## config.mk

```make
export PLATFORM = sky130hd
export DESIGN_NAME = gray_code_counter
export DESIGN_NICKNAME = d
export VERILOG_FILES = /design/src/rtl/gray_pkg.sv /design/src/rtl/bin_to_gray_param.sv /design/src/rtl/gray_code_counter.sv
export SDC_FILE = /design/constraint.sdc
export NUM_CORES = 1
export LEC_CHECK = 0
export CAP_MARGIN = 20
export CORE_MARGIN = 4
export CORE_UTILIZATION = 35
export CTS_CLUSTER_DIAMETER = 40
export DETAILED_ROUTE_END_ITERATION = 6
export PLACE_DENSITY = 0.69
export SLEW_MARGIN = 20
export SYNTH_ARGS = -nofsm -noshare
export SYNTH_HDL_FRONTEND = slang
export SYNTH_SLANG_ARGS = --single-unit
```

## constraint.sdc

```tcl
create_clock -name clk -period 3.4 [get_ports clk]
set_input_delay 0.85 -clock clk [delete_from_list [all_inputs] [get_ports clk]]
set_output_delay 0.85 -clock clk [all_outputs]
set_load 0.02 [all_outputs]
```

## src/rtl/gray_pkg.sv

```systemverilog
// gray_pkg: shared state encoding and binary-to-Gray conversion for gray_code_counter
package gray_pkg;
  localparam int GRAY_MAX_W = 64;
  typedef enum logic {IDLE, RUN} state_e;
  function automatic logic [GRAY_MAX_W-1:0] bin2gray(input logic [GRAY_MAX_W-1:0] b);
    return b ^ (b >> 1);
  endfunction
endpackage

```

## src/rtl/bin_to_gray_param.sv

```systemverilog
// bin_to_gray_param: combinational WIDTH-bit binary to Gray converter
module bin_to_gray_param
  import gray_pkg::*;
#(
  parameter int WIDTH = 4
) (
  input  logic [WIDTH-1:0] bin_i,
  output logic [WIDTH-1:0] gray_o
);
  logic [GRAY_MAX_W-1:0] full;
  always_comb full = bin2gray(GRAY_MAX_W'(bin_i));
  assign gray_o = full[WIDTH-1:0];
endmodule

```

## src/rtl/gray_code_counter.sv

```systemverilog
// gray_code_counter: loadable up/down counter presenting registered binary+Gray words over valid/ready.
// Define GRAY_CHECK_EN to build the sticky Gray-adjacency checker driving err.
module gray_code_counter
  import gray_pkg::*;
#(
  parameter int WIDTH = 4
) (
  input  logic             clk,
  input  logic             rst,
  input  logic             en,
  input  logic             up,
  input  logic             load,
  input  logic [WIDTH-1:0] load_val,
  input  logic             out_ready,
  output logic             out_valid,
  output logic [WIDTH-1:0] bin,
  output logic [WIDTH-1:0] g,
  output logic             wrap,
  output logic             err
);
  state_e state_q;
  logic [WIDTH-1:0] cnt_q, bin_q, g_q, nxt_d, pres_d, g_d;
  logic wrap_q, wrap_d, xfer;
  always_comb begin
    nxt_d  = load ? load_val : up ? cnt_q + 1'b1 : cnt_q - 1'b1;
    wrap_d = !load && (up ? cnt_q == {WIDTH{1'b1}} : cnt_q == '0);
    pres_d = (state_q == RUN) ? nxt_d : cnt_q;
    xfer   = (state_q == RUN) && out_ready;
  end
  // Gray is computed from the word about to be registered, so g and bin always load together
  bin_to_gray_param #(.WIDTH(WIDTH)) u_b2g (.bin_i(pres_d), .gray_o(g_d));
  always_ff @(posedge clk) begin
    if (rst) begin
      state_q <= IDLE;
      cnt_q   <= '0;
      bin_q   <= '0;
      g_q     <= '0;
      wrap_q  <= 1'b0;
    end else if (state_q == IDLE) begin
      if (load) cnt_q <= load_val;
      else if (en) begin
        bin_q   <= cnt_q;
        g_q     <= g_d;
        wrap_q  <= 1'b0;
        state_q <= RUN;
      end
    end else if (xfer) begin
      cnt_q <= nxt_d;
      if (en) begin
        bin_q  <= nxt_d;
        g_q    <= g_d;
        wrap_q <= wrap_d;
      end else state_q <= IDLE;
    end
  end
`ifdef GRAY_CHECK_EN
  logic err_q;
  always_ff @(posedge clk) begin
    if (rst) err_q <= 1'b0;
    else if (xfer && en && !load && $countones(g_d ^ g_q) != 1) err_q <= 1'b1;
  end
  assign err = err_q;
`else
  assign err = 1'b0;
`endif
  assign out_valid = (state_q == RUN);
  assign bin       = bin_q;
  assign g         = g_q;
  assign wrap      = wrap_q;
endmodule

```

# After elaboration in Yosys (flattened, before gate mapping)
# Index checks and enable logic that the tools add are counted.
# W data, S select, Z words.
dict set report word_totals {
  in_bits 10
  regBits 14
  elab_cells 44
}
dict set report op_classes {
  eq_ne 3
  reduce_logical 8
  addsub 2
  muxes 25
  n_bitwise 1
}
# cell count
set op_table {}
lappend op_table {{$mux W4} 15}
lappend op_table {{$mux W1} 10}
lappend op_table {{$add A4 B1 Y4 const B} 1}
lappend op_table {{$eq A4 B4 Y1 const B} 1}
lappend op_table {{$logic_not A4 Y1} 1}
lappend op_table {{$ne A2 B1 Y1 const B} 2}
lappend op_table {{$reduce_and A2 Y1} 2}
lappend op_table {{$sub A4 B1 Y4 const B} 1}
lappend op_table {{$xor A4 B3 Y4} 1}
lappend op_table {{$reduce_and A3 Y1} 1}
lappend op_table {{$logic_and A1 B1 Y1} 2}
lappend op_table {{$reduce_bool A2 Y1} 1}
lappend op_table {{$logic_not A1 Y1} 1}

# Longest topological paths before layout
# Gate-level depths: netlist of run 1.
dict set report depth {
  word_depth 8
  depth_mapped 7
  depth_no_buf 7
}

# Cells and area by module
# A second synthesis of run 1 with hierarchy kept.
dict set report unflattened {
  cells_unflattened 96
  hier_area_um2 823.3
}
# mod n_inst cells_each area_per_inst_um2
set by_module_without_submodules {}
lappend by_module_without_submodules {gray_code_counter 1 92 789.5}
lappend by_module_without_submodules {bin_to_gray_param 1 4 33.8}

# Least setup slack after synthesis of run 1
# Ideal clock, no wire load.
dict set report synth_path {
  kind {input -> register}
  startpoint {in up}
  endpoint {reg g_q[2], in the netlist g[2]}
  t_arrival_ns 2.562
  setup_time_ns 0.103
  required_ns 3.297
  path_stages 7
  path_buffers 0
  slack_ns 0.734
  cell_sequence {inv_1 -> ha_1 -> and3_4 -> or3_4 -> and3b_4 -> o31a_1 -> a2111oi_2}
}
dict set report synth_via {
  elab_chain_cells 7
  word_cells_on_any_way 8
}
# element line_no
set synth_rtl {}
lappend synth_rtl {{start, declared} gray_code_counter.sv:11} ;# input logic up,
lappend synth_rtl {{$mux W4 (*) (2 in a row)} gray_code_counter.sv:25} ;# nxt_d = load ? load_val : up ? cnt_q + 1'b1 : cnt_q - 1'b1;
lappend synth_rtl {{$mux W4 (*)} gray_code_counter.sv:27} ;# pres_d = (state_q == RUN) ? nxt_d : cnt_q;
lappend synth_rtl {{$xor A4 B3 Y4 (*)} gray_pkg.sv:6} ;# return b ^ (b >> 1);
lappend synth_rtl {{$mux W4 (*)} {gray_code_counter.sv:41, gray_code_counter.sv:49}}
lappend synth_rtl {{$mux W4 (on tied branches)} {gray_code_counter.sv:40, gray_code_counter.sv:47}}
lappend synth_rtl {{$mux W4 (*)} gray_code_counter.sv:39} ;# end else if (state_q == IDLE) begin
lappend synth_rtl {{end signal, assigned} gray_code_counter.sv:43} ;# g_q <= g_d;
lappend synth_rtl {{end signal, assigned} gray_code_counter.sv:51} ;# g_q <= g_d;
lappend synth_rtl {{end, declared} gray_code_counter.sv:22} ;# logic [WIDTH-1:0] cnt_q, bin_q, g_q, nxt_d, pres_d, g_d;
# Mark *: on every way between the ends. The rest lies on a longest branch, timed or not. The select of a mux whose other input is x is not followed.
# A chain may end at the register's enable or synchronous reset.

# Final worst setup path of run 1
# Ends and elaborated chain as after synthesis.

==> qor.log, run 1 <==
[detailed_routing] length of the first detailed-routing pass in iterations 4
[clocking] post-cts repair resize count 0
[run_status] status complete, no violations
[timing] Final TNS setup 0 ns
[synth] yosys warns 0
[layout] fraction of final layout cells with drive strength greater than 1 14.4%
[worst_hold_path] Hold/Removal Path Class reg2reg
[worst_setup_path] CP Class in2reg
[floorplanning] area of the placeable core 2280 um^2
[synth] fraction of post-synthesis cell area in the top cell type by area 30.2%
[clocking] TritonCTS clock tree yes
[clocking] Inserted Clock Buffers 3
[worst_setup_path] data required time of the worst path 3.58 ns
[placement] final HPWL from detailed placement 1540 um
[synth] average instance area after synthesis 8.13 um^2
[global_route] GRT Max-Usage Layer met2
[layout] Area growth, synth to finish 26.1%
[timing] maximum clock skew at final layout 0.00244 ns
[synth] total nets after synthesis 119
[detailed_routing] DRC 0
[timing] Final period util 87.7%
[timing] min Tclk post-route 2.98 ns
[timing] total count of max-transition violations in the final report 0
[clocking] post-cts hold buffer count 0
[layout] Total Nets Final 139
[layout] Fillers 224
[placement] final weighted congestion in routability-driven placement 0.858
[detailed_routing] mean routed wirelength per cell 12.8 um
[global_route] combined global-route utilization of all metal layers 12.1%
[layout] area used by sequential logic in the layout 260 um^2
[synth] main area contributors after synthesis dfxtp_1 (30%), nor2_1 (5.2%), a21oi_1 (4.1%)
[synth] count of distinct cell types in the synthesized netlist 49
[global_route] routing usage on met1 16.6%
[floorplanning] overall die width 57.6 um
[synth] Gate Count Post-Synth 106
[global_route] fraction of met2 tracks used by global routing 19.2%
[timing] highest clock frequency the design can meet 0.336 GHz
[clocking] buffers from clock root to sink, at most 2
[detailed_routing] vias per std cell 5.51
[clocking] H-Tree Depth 1
[global_route] initial antenna violation count 0
[global_route] pin count of the biggest net entering global routing 21
[layout] area of the multi-input gates 549 um^2
[global_route] total global routing overflow 0
[floorplanning] Total Die Area 3320 um^2
[worst_setup_path] startpoint types primary input
[power_and_ir_drop] power density over the cells 364 nW/um^2
[clocking] clock root buffer clkbuf_4
[power_and_ir_drop] leak pwr 0.410 nW
[floorplanning] initial standard-cell utilization of the core 37.9%
[worst_setup_path] nature of the critical path endpoint flop
[clocking] clock latency at the later pin of the worst-skew pair 0.28 ns
[synth] biggest area consumer among synthesized cells dfxtp_1
[placement] count of buffers inserted at the top-level ports 19
[floorplanning] number of cell rows 17
[floorplanning] Chip Height 57.6 um
[timing] actual transition at the worst max-transition pin 0.571 ns
[synth] combined area of all synthesized cells 862 um^2
[worst_setup_path] Data arrival, critical path 3.16 ns
[synth] Primary FF master, synth dfxtp_1
[global_route] met3 track demand over resource in global routing 2.67%
[floorplanning] count of boundary I/O pins 21
[clocking] clock net sink count 13
[detailed_routing] number of nets still failing antenna checks after routing 0
[flow_run] # Max-Cap Violations 0
[synth] share of synthesized registers carrying an async set or reset 0%
[timing] setup repair after global routing missed its margin false
[worst_setup_path] peak fanout along the critical path 4
[timing] number of setup violations in the final report 0
[global_route] global-route wire length before repair 3240 um
[timing] hold violation count in the final report 0
[clocking] setup fix buffers added after clock tree synthesis 0
[detailed_routing] violation count after the first detailed-routing iteration 26
[synth] number of storage elements in the synthesis netlist 13
[timing] relative max-transition margin 61.9%
[clocking] Clk pin slew, worst setup/hold paths 0.08 ns
[timing] worst hold slack after final layout 0.478 ns
[layout] Ant. Diodes 0
[detailed_routing] Via Count 843
[synth] sequential fraction of the synthesis area 30.2%
[power_and_ir_drop] Worst IR Drop VDD 225 uV
[synth] number of enable-type register cells in the synthesized netlist 0
[worst_setup_path] flop-to-flop setup slack 1.21 ns
[global_route] via count of the first global-routing pass 747
[detailed_routing] overall routed net length 1960 um
## through the flow
stage	instance area (um^2)	setup slack, ns	std cells	power (mW)	util, %
4_1_cts	1090	0.424	153	0.398	47.8
6_report	1090	0.420	153	0.396	47.8
2_1_floorplan	862	0.734	106	0.257	-
3_5_place_dp	1060	0.131	149	0.300	46.6
5_1_grt	1090	0.321	153	0.417	47.8
3_3_place_gp	1060	0.182	149	0.298	46.6
## registers in the layout, summed over array words and instances, names as in the netlist
register,count
bin,3
wrap,1
out_valid,1
cnt_q,4
g,4
## routing by layer
metal	wire, um	vias to the layer above	share of wire, %
li1	-	422	-
met3	119	2	6.1
met4	12	0	0.61
met5	0	-	0
met2	949	26	48
met1	877	393	45
## cells in the final DEF, fill, tap and decap left out, drive strengths merged, types with 3 or more instances in the layout
cell type and count:
clkdlybuf4s50 19, dfxtp 13, nor2 12, nand2 8
a21oi 7, nor3 7, o21ai 6, clkbuf 4
inv 3, or3 3
## power breakdown
group / internal (mW) / total, mW / switching, mW
logic: 0.0611 / 0.120 / 0.0590
clock network: 0.0455 / 0.0987 / 0.0532
registers: 0.163 / 0.177 / 0.0137
## logic make-up (layout without fill, tap and decap cells)
group | after synthesis | after routing | synth area share (%)
compound gates | 28 | 28 | 21.9
xor+xnor | 2 | 2 | 2.03
fa+ha+maj | 3 | 3 | 5.22
buf+inv | 9 | 28 | 6.09
flops | 13 | 13 | 30.2
mux | 3 | 3 | 3.63
other cells | 1 | 1 | 0.435
simple gates | 47 | 47 | 30.5
## synth_stat cells (2+ instances only)
cell / n
o211ai_1: 2
dfxtp_1: 13
nor2_1: 12
or2_2: 2
ha_1: 2
o22ai_1: 2
buf_4: 2
nand2b_1: 2
nor3_1: 7
o21ai_0: 5
a21oi_1: 7
nand2_1: 8
inv_1: 3
nand3b_1: 2
clkbuf_1: 2
mux2i_1: 2
## final cells by class
cell class                      count  area share [%]
Timing Repair Buffer               21            18.9
Clock buffer                        4            2.42
Sequential cell                    13            23.9
Tap cell                           28            3.22
Multi-Input combinational cell     84            50.5
Inverter                            3            1.04
## worst max-delay path, stage by stage
cell	delay (ns)
clkdlybuf4s50_1	0.49
inv_1	0.11
ha_1	0.36
and3_4	0.20
or3_4	0.37
and3b_4	0.19
o31a_1	0.28
a2111oi_2	0.31
## path summary, 6_finish.rpt
path | end | startpoint | cells past startpoint
max | g[2] | up | 8
min | g[3] | g[3] | 2
max reg2reg | g[0] | cnt_q[0] | 6
min reg2reg | g[3] | g[3] | 2
No activity file was read; power rests on OpenSTA's default activity.
==> inputs of run 2 (changes only) <==
- PLACE_DENSITY: 0.69 -> default
- PLACE_DENSITY_LB_ADDON: default -> 0.1
==> run 2 against run 1 <==
Clock skew rose by 0.0014 ns. Maximum frequency increased by 0.19%. Clock power shrank 1%. Wire length is 2.2% higher. Global-route usage up 0.73 points. Sequential share of layout area did not move. Worst hold slack got worse by 0.0035 ns. Critical path depth stayed put. Core utilization stayed put.
==> qor.log, run 2 (same netlist as run 1, synthesis figures left out) <==
[placement] final HPWL from detailed placement 1530 um
[clocking] buffers from clock root to sink, at most 2
[clocking] H-Tree Depth 1
[layout] Total Nets Final 139
[floorplanning] count of boundary I/O pins 21
[layout] fraction of final layout cells with drive strength greater than 1 14.4%
[timing] setup repair after global routing missed its margin false
[detailed_routing] mean routed wirelength per cell 13.1 um
[clocking] clock latency at the later pin of the worst-skew pair 0.28 ns
[layout] Area growth, synth to finish 26.1%
[layout] final instance count without filler cells 153
[floorplanning] overall die width 57.6 um
[flow_run] # Max-Cap Violations 0
[worst_setup_path] peak fanout along the critical path 4
[clocking] clock net sink count 13
[detailed_routing] met2 wire length 916 um
[power_and_ir_drop] cell-internal power 0.270 mW
[clocking] post-cts repair resize count 0
[floorplanning] Total Die Area 3320 um^2
[clocking] Clk pin slew, worst setup/hold paths 0.08 ns
[floorplanning] number of cell rows 17
[detailed_routing] violation count after the first detailed-routing iteration 13
[timing] number of setup violations in the final report 0
[detailed_routing] overall routed net length 2000 um
[detailed_routing] Routed met3 length 108 um
[global_route] total global routing overflow 0
[clocking] clock root buffer clkbuf_4
[detailed_routing] vias per std cell 5.50
[power_and_ir_drop] leak pwr 0.410 nW
[power_and_ir_drop] switching share of power 31.5%
[layout] most frequent cells in the layout clkdlybuf4s50_1 (19), dfxtp_1 (13), nor2_1 (12)
[detailed_routing] routed metal-1 wire length 962 um
[floorplanning] area of the placeable core 2280 um^2
[worst_setup_path] data required time of the worst path 3.58 ns
[power_and_ir_drop] power density over the cells 362 nW/um^2
[layout] Fillers 234
[clocking] setup fix buffers added after clock tree synthesis 0
[detailed_routing] Via Count 841
[power_and_ir_drop] net switching power 0.124 mW
[placement] final weighted congestion in routability-driven placement 0.814
[detailed_routing] Max Used Layer met4
[timing] maximum clock skew at final layout 0.00380 ns
[power_and_ir_drop] Seq pwr share 44.9%
[timing] actual transition at the worst max-transition pin 0.573 ns
[worst_hold_path] Hold/Removal Path Class reg2reg
[global_route] combined global-route utilization of all metal layers 12.8%
[timing] Final TNS setup 0 ns
[timing] hold violation count in the final report 0
[global_route] pin count of the biggest net entering global routing 21
[worst_setup_path] Data arrival, critical path 3.16 ns
[detailed_routing] length of the first detailed-routing pass in iterations 4
[timing] relative max-transition margin 61.7%
[worst_setup_path] nature of the critical path endpoint flop
[global_route] initial antenna violation count 0
[worst_setup_path] startpoint types primary input
[detailed_routing] number of nets still failing antenna checks after routing 0
[placement] count of buffers inserted at the top-level ports 19
[power_and_ir_drop] Worst IR Drop VDD 303 uV
[timing] Final period util 87.5%
[clocking] TritonCTS clock tree yes
[global_route] global-route wire length before repair 3320 um
[timing] min Tclk post-route 2.97 ns
[clocking] Inserted Clock Buffers 3
[floorplanning] initial standard-cell utilization of the core 37.9%
[run_status] status complete, no violations
[clocking] post-cts hold buffer count 0
[placement] number of placed instances, taps included 149
[worst_setup_path] CP Class in2reg
[floorplanning] Chip Height 57.6 um
[timing] highest clock frequency the design can meet 0.336 GHz
[power_and_ir_drop] power share of the clock group 24.8%
[layout] Ant. Diodes 0
[layout] most common cell after layout, fill and taps aside clkdlybuf4s50_1
[power_and_ir_drop] combinational group share of total power 30.3%
[global_route] via count of the first global-routing pass 752
[detailed_routing] DRC 0
[timing] total count of max-transition violations in the final report 0
==> run 2: cell counts in the layout (fill, tap and decap cells not counted) <==
No cell type changed its count.
==> run 2: per-stage QoR <==
step	util [%]	hold slack [ns]	setup WS (ns)	total power [mW]	area, um^2
final	47.8	0.475	0.425	0.394	1090
after global routing	47.8	0.521	0.293	0.422	1090
after CTS	47.8	0.481	0.423	0.401	1090
after detailed placement	46.6	0.469	0.118	0.299	1060
after global placement	46.6	0.460	0.170	0.300	1060
after floorplan	-	0.515	0.734	0.257	862
==> run 2: cell type report <==
| type | instances | area (um^2) | share of cell area, % |
|---|---|---|---|
| timing repair buffer | 21 | 205 | 18.9 |
| multi-input combinational | 84 | 549 | 50.5 |
| tap | 28 | 35.0 | 3.22 |
| sequential | 13 | 260 | 23.9 |
| clock buffer | 4 | 26.3 | 2.42 |
| inverter | 3 | 11.3 | 1.04 |
==> run 2: path summary, 6_finish.rpt <==
check	start	end	slack (ns)	cells past startpoint
worst min-delay path	g[3]	g[3]	0.47	2
worst max register to register	cnt_q[0]	g[0]	1.22	6
worst max-delay path	up	g[2]	0.43	8
worst min register to register	g[3]	g[3]	0.47	2
==> run 2: critical path, stage by stage <==
cell and delay (ns):
clkdlybuf4s50_1 0.49, inv_1 0.11, ha_1 0.36, and3_4 0.20, or3_4 0.37, and3b_4 0.19, o31a_1 0.28, a2111oi_2 0.31
==> run 2: metal layers <==
metal	up-vias	GRT usage (%)
li1	420	-
met1	392	16.6
met2	27	20.2
met3	2	4.90
met4	0	2.98
met5	-	0
==> run 2: power by group through the flow <==
stage	clock network, mW	registers (mW)	logic, mW
after detailed placement	0	0.180	0.119
after CTS	0.104	0.177	0.120
after floorplan	0	0.184	0.0736
after global routing	0.112	0.179	0.131
after global placement	0	0.181	0.119
final	0.0975	0.177	0.119
